===== src/rtl/regfile_pkg.sv =====
// Shared constants, FIFO-entry layout and helpers for the register-file write port.
package regfile_pkg;

  localparam int NUM_REGS   = 32;
  localparam int ADDR_W     = 5;
  localparam int PKG_DATA_W = 32;

  localparam logic [ADDR_W-1:0] ZERO_REG = 5'd0;

  typedef struct packed {
    logic [ADDR_W-1:0]     addr;
    logic [PKG_DATA_W-1:0] data;
  } wr_entry_t;

  localparam int WR_ENTRY_W = $bits(wr_entry_t);

  // Clears the hard-zero register's bit from any per-register vector.
  function automatic logic [NUM_REGS-1:0] zero_mask();
    return ~(NUM_REGS'(1) << ZERO_REG);
  endfunction

endpackage


===== src/rtl/regfile_write_port_if.sv =====
// Writeback request handshake: producer drives valid/addr/data, write port returns ready.
interface regfile_write_port_if #(
  parameter int DATA_W = 32
);
  logic              wb_valid;
  logic              wb_ready;
  logic [4:0]        wb_addr;
  logic [DATA_W-1:0] wb_data;

  modport master (
    output wb_valid,
    output wb_addr,
    output wb_data,
    input  wb_ready
  );

  modport slave (
    input  wb_valid,
    input  wb_addr,
    input  wb_data,
    output wb_ready
  );
endinterface


===== src/rtl/regfile_write_port_decoder_5to32.sv =====
// 5-bit address to 32-bit one-hot enable; all zeros when en is low.
module decoder_5to32
  import regfile_pkg::*;
(
  input  logic                en,
  input  logic [ADDR_W-1:0]   addr,
  output logic [NUM_REGS-1:0] onehot
);

  assign onehot = en ? (NUM_REGS'(1) << addr) : '0;

endmodule


===== src/rtl/regfile_write_port.sv =====
// Register-file write side: 2-entry write FIFO, one-hot drain decode, 31 storage registers.
// Optional macro REGFILE_WR_BYPASS_EN lets a write into an empty, unheld FIFO land directly.
module regfile_write_port
  import regfile_pkg::*;
#(
  parameter int DATA_W = 32,
  parameter int DEPTH  = 2
) (
  input  logic                       clock,
  input  logic                       reset_n,
  regfile_write_port_if.slave        wb,
  input  logic                       wr_hold,
  output logic [NUM_REGS*DATA_W-1:0] regs_flat,
  output logic [NUM_REGS-1:0]        pend_mask,
  output logic [1:0]                 fifo_cnt
);

  logic [1:0]        cnt_q, cnt_d;
  logic              head_q, head_d;
  logic              tail_q, tail_d;
  logic [ADDR_W-1:0] fifo_addr_q [DEPTH];
  logic [ADDR_W-1:0] fifo_addr_d [DEPTH];
  logic [DATA_W-1:0] fifo_data_q [DEPTH];
  logic [DATA_W-1:0] fifo_data_d [DEPTH];
  logic [DATA_W-1:0] regs_q [NUM_REGS];
  logic [DATA_W-1:0] regs_d [NUM_REGS];

  logic              ready;
  logic              accept;
  logic              push;
  logic              drain;
  logic              byp;
  logic              wr_en;
  logic [ADDR_W-1:0] wr_addr;
  logic [DATA_W-1:0] wr_data;
  logic [NUM_REGS-1:0] wr_onehot;
  logic [NUM_REGS-1:0] wr_we;

  logic [DEPTH-1:0]    ent_vld;
  logic [NUM_REGS-1:0] pend_oh [DEPTH];
  logic [NUM_REGS-1:0] pend_all;

  assign ready       = reset_n && (cnt_q != 2'(DEPTH));
  assign wb.wb_ready = ready;
  assign accept      = wb.wb_valid && ready;
  assign drain       = (cnt_q != 2'd0) && !wr_hold;

`ifdef REGFILE_WR_BYPASS_EN
  // Bypass only when nothing is queued, so FIFO ordering can never be violated.
  assign byp = accept && (cnt_q == 2'd0) && !wr_hold;
`else
  assign byp = 1'b0;
`endif

  assign push = accept && !byp;

  // Drain and bypass are mutually exclusive (bypass needs an empty FIFO), so one decoder serves both.
  assign wr_en   = drain || byp;
  assign wr_addr = byp ? wb.wb_addr : fifo_addr_q[head_q];
  assign wr_data = byp ? wb.wb_data : fifo_data_q[head_q];

  decoder_5to32 u_wr_dec (
    .en     (wr_en),
    .addr   (wr_addr),
    .onehot (wr_onehot)
  );

  assign wr_we = wr_onehot & zero_mask();

  always_comb begin
    cnt_d  = cnt_q;
    head_d = head_q;
    tail_d = tail_q;
    if (push)  tail_d = ~tail_q;
    if (drain) head_d = ~head_q;
    case ({push, drain})
      2'b10:   cnt_d = cnt_q + 2'd1;
      2'b01:   cnt_d = cnt_q - 2'd1;
      default: cnt_d = cnt_q;
    endcase
  end

  always_comb begin
    fifo_addr_d = fifo_addr_q;
    fifo_data_d = fifo_data_q;
    if (push) begin
      fifo_addr_d[tail_q] = wb.wb_addr;
      fifo_data_d[tail_q] = wb.wb_data;
    end
  end

  always_comb begin
    regs_d = regs_q;
    for (int k = 0; k < NUM_REGS; k++) begin
      if (wr_we[k]) regs_d[k] = wr_data;
    end
    regs_d[ZERO_REG] = '0;
  end

  always_ff @(posedge clock or negedge reset_n) begin
    if (!reset_n) begin
      cnt_q  <= 2'd0;
      head_q <= 1'b0;
      tail_q <= 1'b0;
      regs_q <= '{default: '0};
    end else begin
      cnt_q  <= cnt_d;
      head_q <= head_d;
      tail_q <= tail_d;
      regs_q <= regs_d;
    end
  end

  // Entry payload needs no reset: validity comes solely from cnt/head.
  always_ff @(posedge clock) begin
    fifo_addr_q <= fifo_addr_d;
    fifo_data_q <= fifo_data_d;
  end

  always_comb begin
    for (int i = 0; i < DEPTH; i++) begin
      ent_vld[i] = (cnt_q == 2'd2) || ((cnt_q == 2'd1) && (head_q == 1'(i)));
    end
  end

  for (genvar i = 0; i < DEPTH; i++) begin : g_pend
    decoder_5to32 u_pend_dec (
      .en     (ent_vld[i]),
      .addr   (fifo_addr_q[i]),
      .onehot (pend_oh[i])
    );
  end

  always_comb begin
    pend_all = '0;
    for (int i = 0; i < DEPTH; i++) begin
      pend_all = pend_all | pend_oh[i];
    end
  end

  assign pend_mask = pend_all & zero_mask();
  assign fifo_cnt  = cnt_q;

  for (genvar k = 0; k < NUM_REGS; k++) begin : g_flat
    assign regs_flat[k*DATA_W +: DATA_W] = regs_q[k];
  end

endmodule


===== src/flat_wrapper.sv =====
// flat-port wrapper written by rule: the top's interface ports become plain ports
module regfile_write_port_flat import regfile_pkg::*;
#(
  parameter int DATA_W = 32,
  parameter int DEPTH  = 2
)
  (clock, reset_n, wr_hold, regs_flat, pend_mask, fifo_cnt, wb_wb_valid, wb_wb_addr, wb_wb_data, wb_wb_ready);
  regfile_write_port_if #(.DATA_W(DATA_W)) wb_i ();
  input  logic clock;
  input  logic reset_n;
  input  logic wr_hold;
  output logic [NUM_REGS*DATA_W-1:0] regs_flat;
  output logic [NUM_REGS-1:0] pend_mask;
  output logic [1:0] fifo_cnt;
  input wire logic [$bits(wb_i.wb_valid)-1:0] wb_wb_valid;
  input wire logic [$bits(wb_i.wb_addr)-1:0] wb_wb_addr;
  input wire logic [$bits(wb_i.wb_data)-1:0] wb_wb_data;
  output wire logic [$bits(wb_i.wb_ready)-1:0] wb_wb_ready;
  assign wb_i.wb_valid = wb_wb_valid;
  assign wb_i.wb_addr = wb_wb_addr;
  assign wb_i.wb_data = wb_wb_data;
  assign wb_wb_ready = wb_i.wb_ready;
  regfile_write_port #(.DATA_W(DATA_W), .DEPTH(DEPTH)) u_core (.clock(clock), .reset_n(reset_n), .wb(wb_i), .wr_hold(wr_hold), .regs_flat(regs_flat), .pend_mask(pend_mask), .fifo_cnt(fifo_cnt));
endmodule

===== config.mk =====
export PLATFORM = sky130hd
export DESIGN_NAME = regfile_write_port_flat
export DESIGN_NICKNAME = d
export VERILOG_FILES = /design/src/rtl/regfile_pkg.sv /design/src/rtl/regfile_write_port_if.sv /design/src/rtl/regfile_write_port_decoder_5to32.sv /design/src/rtl/regfile_write_port.sv /design/src/flat_wrapper.sv
export SDC_FILE = /design/constraint.sdc
export NUM_CORES = 1
export LEC_CHECK = 0
export ABC_CLOCK_PERIOD_IN_PS = 2850
export BUFFER_PORTS_ARGS = -buffer_cell sky130_fd_sc_hd__buf_2
export CAP_MARGIN = 10
export CORE_AREA = 2 2 424 426
export CTS_BUF_LIST = sky130_fd_sc_hd__clkbuf_16
export DETAILED_ROUTE_END_ITERATION = 10
export DIE_AREA = 0 0 426 428
export PLACE_DENSITY_LB_ADDON = 0.15
export SKIP_LAST_GASP = 1
export SLEW_MARGIN = 20
export SYNTH_ARGS = -nofsm -noshare
export SYNTH_HDL_FRONTEND = slang
export SYNTH_SLANG_ARGS = --single-unit

===== constraint.sdc =====
create_clock -name clock -period 2.85 [get_ports clock]
set_input_delay 0.285 -clock clock [delete_from_list [all_inputs] [get_ports clock]]
set_output_delay 0.285 -clock clock [all_outputs]
set_load 0.02 [all_outputs]

# Word level (Yosys, flattened, before mapping)

Index checks and enable logic that the tools add are counted.

Shift operators: 3
$lt $le $gt $ge: 3
Reduce and logical (&&, ||, !) cells: 11
Bitwise logic cells: 5
Add/subtract/negate cells: 2
Equality and inequality tests: 5
Mux-type cells: 16

Operators with widths:

| operator                                                   | number |
|---|---|
| 2-to-1 mux 32 bit                                          | 7 |
| left shift 1 x 5 -> 32 bit, first input constant           | 3 |
| bitwise mux 64 bit                                         | 1 |
| demux 32 bit (select 1 bit)                                | 1 |
| OR 32 bit                                                  | 1 |
| 2-to-1 mux 5 bit                                           | 4 |
| bitwise mux 10 bit                                         | 1 |
| logical AND 1 bit                                          | 6 |
| demux 5 bit (select 1 bit)                                 | 1 |
| == test 2 x 1 -> 1 bit, second input constant              | 2 |
| == test 2 bit, second input constant                       | 2 |
| greater-or-equal comparator 2 bit, second input constant   | 2 |
| NOT 1 -> 2 bit                                             | 2 |
| case mux 2 bit (2 select lines)                            | 1 |
| nonzero test 2 bit                                         | 2 |
| adder 2 x 1 -> 2 bit, second input constant                | 1 |
| logical OR 1 bit                                           | 2 |
| less-than comparator 2 x 1 -> 1 bit, second input constant | 1 |
| inequality test 2 bit, second input constant               | 1 |
| NOT 1 bit                                                  | 2 |
| subtractor 2 x 1 -> 2 bit, second input constant           | 1 |
| logical NOT 1 bit                                          | 1 |

Register bits: 1,070
Output and inout bits: 1,059
Word-level logic and storage cells: 83
Input port bits: 41

# Depth between registers and ports, before layout

Word-level depth: 6
Depth in mapped cells: 8
Mapped depth without buffers: 7

# Hierarchy

A second synthesis with hierarchy kept.

Cells, all modules: 3,635
Area total of the unflattened synthesis: 39,013.7 um^2

Modules (own cells, without submodules):

| module             | times used | cells each | area each (um^2) | sequential area each (um^2) |
|---|---|---|---|---|
| regfile_write_port | 1          | 3,494      | 38,311.7         | 27,146.0 |
| decoder_5to32      | 3          | 47         | 234.0            | 0.0 |

# Worst setup path after synthesis

No wires, ideal clock.

Path type: register to register
From: register u_core.cnt_q[0], in the netlist u_core.fifo_cnt[0]
To: register u_core.fifo_addr_q[5] in the netlist's numbering (enable)
Slack: -0.534 ns
Data arrival time: 2.952 ns
Required time: 2.419 ns
Buffers on the path: 0
Cell stages (with the launch flop): 6
Period minus slack after synthesis: 3.384 ns
Setup time: 0.431 ns
Path through: dfrtp_1 -> inv_1 -> ha_1 -> nor2b_1 -> nand2_1 -> nor2_1

Longest elaborated chain between the ends: 3

Ends and longest elaborated chain:

| item                   | line                      | RTL |
|---|---|---|
| start, declared        | regfile_write_port.sv:18  | `logic [1:0] cnt_q, cnt_d;` |
| start signal, assigned | regfile_write_port.sv:107 | `cnt_q <= cnt_d;` |
| inequality test 2 bit  | regfile_write_port.sv:43  | `assign ready = reset_n && (cnt_q != 2'(DEPTH));` |
| logical AND 1 bit      | regfile_write_port.sv:43  |  |
| net wb_wb_ready        | flat_wrapper.sv:18        | `output wire logic [$bits(wb_i.wb_ready)-1:0] wb_wb_ready;` |
| logical AND 1 bit      | regfile_write_port.sv:45  | `assign accept = wb.wb_valid && ready;` |
| end signal, assigned   | regfile_write_port.sv:116 | `fifo_addr_q <= fifo_addr_d;` |
| end, declared          | regfile_write_port.sv:21  | `logic [ADDR_W-1:0] fifo_addr_q [DEPTH];` |

The timed path passes the listed nets, and every way through them passes these cells.
A chain may end at the register's enable or synchronous reset.

# Final worst setup path

From: register u_core.cnt_q[0], in the netlist u_core.fifo_cnt[0]
To: output port pend_mask[6]

Longest elaborated chain between the ends: 5
Elaborated cells between the ends (all ways): 9
Classes of those cells: eq/ne (2); mux (2); bitwise (1); reduce/logical (4)

Ends and longest elaborated chain:

| item                   | line                                   | RTL |
|---|---|---|
| == test 2 x 1 -> 1 bit | regfile_write_port.sv:122              | `ent_vld[i] = (cnt_q == 2'd2) \|\| ((cnt_q == 2'd1) && (head_q == 1'(i)));` |
| logical AND 1 bit      | regfile_write_port.sv:122              |  |
| logical OR 1 bit       | regfile_write_port.sv:122              |  |
| 2-to-1 mux 32 bit      | regfile_write_port_decoder_5to32.sv:10 | `assign onehot = en ? (NUM_REGS'(1) << addr) : '0;` |
| OR 32 bit (*)          | regfile_write_port.sv:137              | `pend_all = pend_all \| pend_oh[i];` |
| end, declared          | flat_wrapper.sv:13                     | `output logic [NUM_REGS-1:0] pend_mask;` |

Mark *: on every way between the ends. The rest lies on a longest branch, timed or not.

==> summary.md <==
| Metric | Value |
|---|---|
| Drt first pass iters | `5` |
| Top cells by area, synth | `dfrtp_1, mux2_2, edfxtp_1` |
| Vias | `roughly 26000` |
| DP HPWL | `118 mm` |
| Most common cell in the netlist | `mux2_2` |
| Crit share post-route | `0.963` |
| Final wirelength | `~170 mm` |
| CTS buffer count | `between 100 and 150` |
| Outcome | `finished clean` |
| Top cell type's share of synthesized area | `0.610` |
| Critical Path RT | `between 2000 and 3000 ps` |
| Average wire per standard cell | `27.9 um` |
| Buffers on Ports | `1066` |
| Starting Density | `0.230` |
| Total gr overflow | `0` |
| Vias in the first global route | `around 27000` |
| DRT iter0 DRCs | `roughly 1200` |
| DR DRC count | `0` |
| Worst r2r dst | `u_core.regs_flat[87]$_DFFE_PN0P_` |
| Die Area | `182000 um^2` |
| Setup Viol. Count Final | `0` |
| Post-synth EDFFs | `between 70 and 80` |
| Root Buffer | `clkbuf_16` |
| Leakage | `between 20 and 30 nW` |
| Final estimated routing congestion in global placement | `approximately 0.8` |
| Least-Margin Pin Slew | `about 1100 ps` |
| Power Density | `~1200 nW/um^2` |
| Yosys top cell by area | `dfrtp_1` |
| Avg Cell Area, Syn | `16.5 um^2` |
| Worst r2r path cells | `7` |
| Minimum clock period | `between 2000 and 3000 ps` |
| Ys Warns | `0` |
| Max-Cap Viols | `0` |
| Kind of critical path | `reg2out` |
| Synth Area in Simple Gates | `0.0106` |
| Final Hold Viols | `0` |
| Hold Crit Class | `in2async` |
| Synth Area in XOR/XNOR | `0.000858` |
| Die W | `between 400 and 500 um` |
| Die Y | `around 430 um` |
| Rel. slew slack | `0.274` |
| Largest net degree at the start of global routing | `~160` |
| Yosys reg bits | `approximately 1100` |
| Fmax | `between 300 and 400 MHz` |
| Clk_skew | `25.5 ps` |
| Worst Setup SP | `u_core.fifo_cnt[0]$_DFFE_PN0P_` |
| CP max FO | `7` |
| Clock Pin Slew Worst Setup and Hold Paths | `around 60 ps` |
| Post-layout utilization of the core | `0.306` |
| Max H-tree Level | `4` |
| Largest family of logic cells by synthesized area | `multiplexers` |
| NumNets Final | `between 3000 and 4000` |
| Synth Cell Area | `40900 um^2` |
| CP startpoint kind | `register` |
| Max VDD drop | `about 0.61 mV` |
| Row cnt | `between 150 and 200` |
| Slowest CP cell | `or3b_4` |
| Worst Setup End Kind | `primary output` |
| Clock buffer depth | `3` |
| Commonest register cell after synthesis | `dfrtp_1` |
| Post-DRT Antenna Nets | `0` |
| Max Slew Vio Count | `0` |
| Antenna violations before repair | `26` |
| CP arrival | `around 2500 ps` |
| Sequential-to-total area share from yosys stat | `0.665` |
| RSZ-0062 raised after global routing | `no` |
| R2R setup slack | `190 ps` |
| Unique masters post-synth | `between 40 and 50` |
| RR Startpoint | `u_core.head_q$_DFFE_PN0P_` |
| Synth top cells by count | `mux2_2, dfrtp_1, clkbuf_1, buf_2, edfxtp_1` |
| Post-Syn Instances | `roughly 2500` |
| CP Cell Sequence | `inv_2 > ha_4 > a21o_4 > or3b_4 > o22ai_1 > buf_4` |
| CTS Sinks | `roughly 1100` |
| Crit path largest cell delay | `~480 ps` |
| Core Area | `roughly 180000 um^2` |
| Drt via density | `between 4 and 5` |
| CTS tree | `done` |
| Post-synthesis compound-gate area fraction | `0.00974` |
| Ports | `1100` |
| Synthesis-to-finish area growth | `33.3%` |
| Worst-skew pair later-pin latency | `between 700 and 800 ps` |
| Fraction of registers with async set/reset | `0.931` |
| First-pass GRT wire length | `roughly 230 mm` |
| GRT Resource Usage Total | `0.184` |
| Total Power | `66.9 mW` |
| Post-synthesis mux area share | `0.283` |
| Adder-Cell Fraction of Synth Area | `0.00123` |
| Share of layout cells above drive strength 1 | `0.649` |
-- cell usage in the layout (no fill, tap or decap), drive strengths merged, types with 2 or more instances in the layout --
master,netlist,routed
buf,131,1184
mux2,1025,1025
dfrtp,996,996
clkbuf,114,138
edfxtp,74,74
clkinv,0,49
inv,3,48
dlygate4sd3,0,40
conb,1,33
o22ai,32,32
nor2,25,25
diode,0,16
nand2,12,12
nand3b,10,10
o211ai,6,6
or3b,6,6
nor2b,5,5
xnor2,4,4
bufinv,0,4
nand3,4,4
nand2b,4,4
ha,4,4
or3,3,3
nor3b,3,3
a2111oi,2,2
and3b,2,2
o22a,2,2
or2,2,2
o32a,2,2
a22oi,2,2
-- worst max-delay path: cells and delay by family (launching register included) --
kind / cells / cell delay [ps]
AOI/OAI and AO/OA: 2 / 330
adders and majority gates: 1 / 170
buffers and inverters: 2 / 280
DFF: 1 / 440
and+or+nand+nor: 1 / 480
-- through the flow --
stage               hold slack, ps  setup WS (ps)  std cells  instance area (um^2)  TNS [ps]
global placement               462            239       5797                 49600         0
global route                   223           2.08       6091                 54400         0
detailed placement             464            213       5797                 49600         0
CTS                            175          -32.6       6084                 54400     -58.7
finish                         232            104       6101                 54400         0
floorplan                    -10.6           73.2       2515                 41000         0
-- report_power, final --
part | internal (mW) | switching (mW)
Sequential | 21.2 | 2.71
Combinational | 9.28 | 17.8
Clock | 9.09 | 6.79
Total | 39.6 | 27.3
-- cell type report --
cell class,count,area [um^2]
fillers,18241,123000
multi-input cells,1197,13000
inverters,3,11.3
flip-flops and latches,1070,27100
repair buffers,1224,7290
well taps,2355,2950
clock inverters,98,591
clock buffers,138,3450
diodes,16,40.0
-- flip-flops by register name, summed over array words and instances (netlist names) --
name,count
u_core.tail_q,1
u_core.regs_flat,992
u_core.fifo_data_q,64
u_core.fifo_addr_q,10
u_core.head_q,1
u_core.fifo_cnt,2
-- what timing repair did --
action	CTS	global route
setup buffers	11	1
endpoints found under the setup margin	31	15
endpoints found under the hold margin	678	0
pin swaps	3	2
hold buffers	40	0
resized for setup	40	7
-- per-layer routing --
layer  vias to the layer above  global-route usage  part of all wire
met4                         0              0.0647             0.034
met2                       867               0.321              0.51
met1                     13977               0.214              0.39
met3                       242              0.0507             0.062
li1                      11036                   -                 -
met5                         -                   0                 0
-- worst max-delay path by stage --
| stage | end | cells past startpoint |
|---|---|---|
| 2_1_floorplan | u_core.fifo_addr_q[5]$_DFFE_PP_ | 5 |
| 3_3_place_gp | u_core.regs_flat[413]$_DFFE_PN0P_ | 5 |
| 3_5_place_dp | u_core.regs_flat[409]$_DFFE_PN0P_ | 5 |
| 4_1_cts | pend_mask[23] | 6 |
| 5_1_grt | pend_mask[9] | 4 |
| 6_report | pend_mask[6] | 6 |
-- kinds of logic (layout without fill, tap and decap cells) --
logic type	count (synthesis)	count (layout)
adders and majority gates	4	4
and+or+nand+nor	78	78
xor gates and xnor gates	4	4
other	1	49
muxes	1026	1026
AOI/OAI and AO/OA	52	52
DFF	1070	1070
buffers and inverters	248	1463
(Power assumes the default switching activity.)
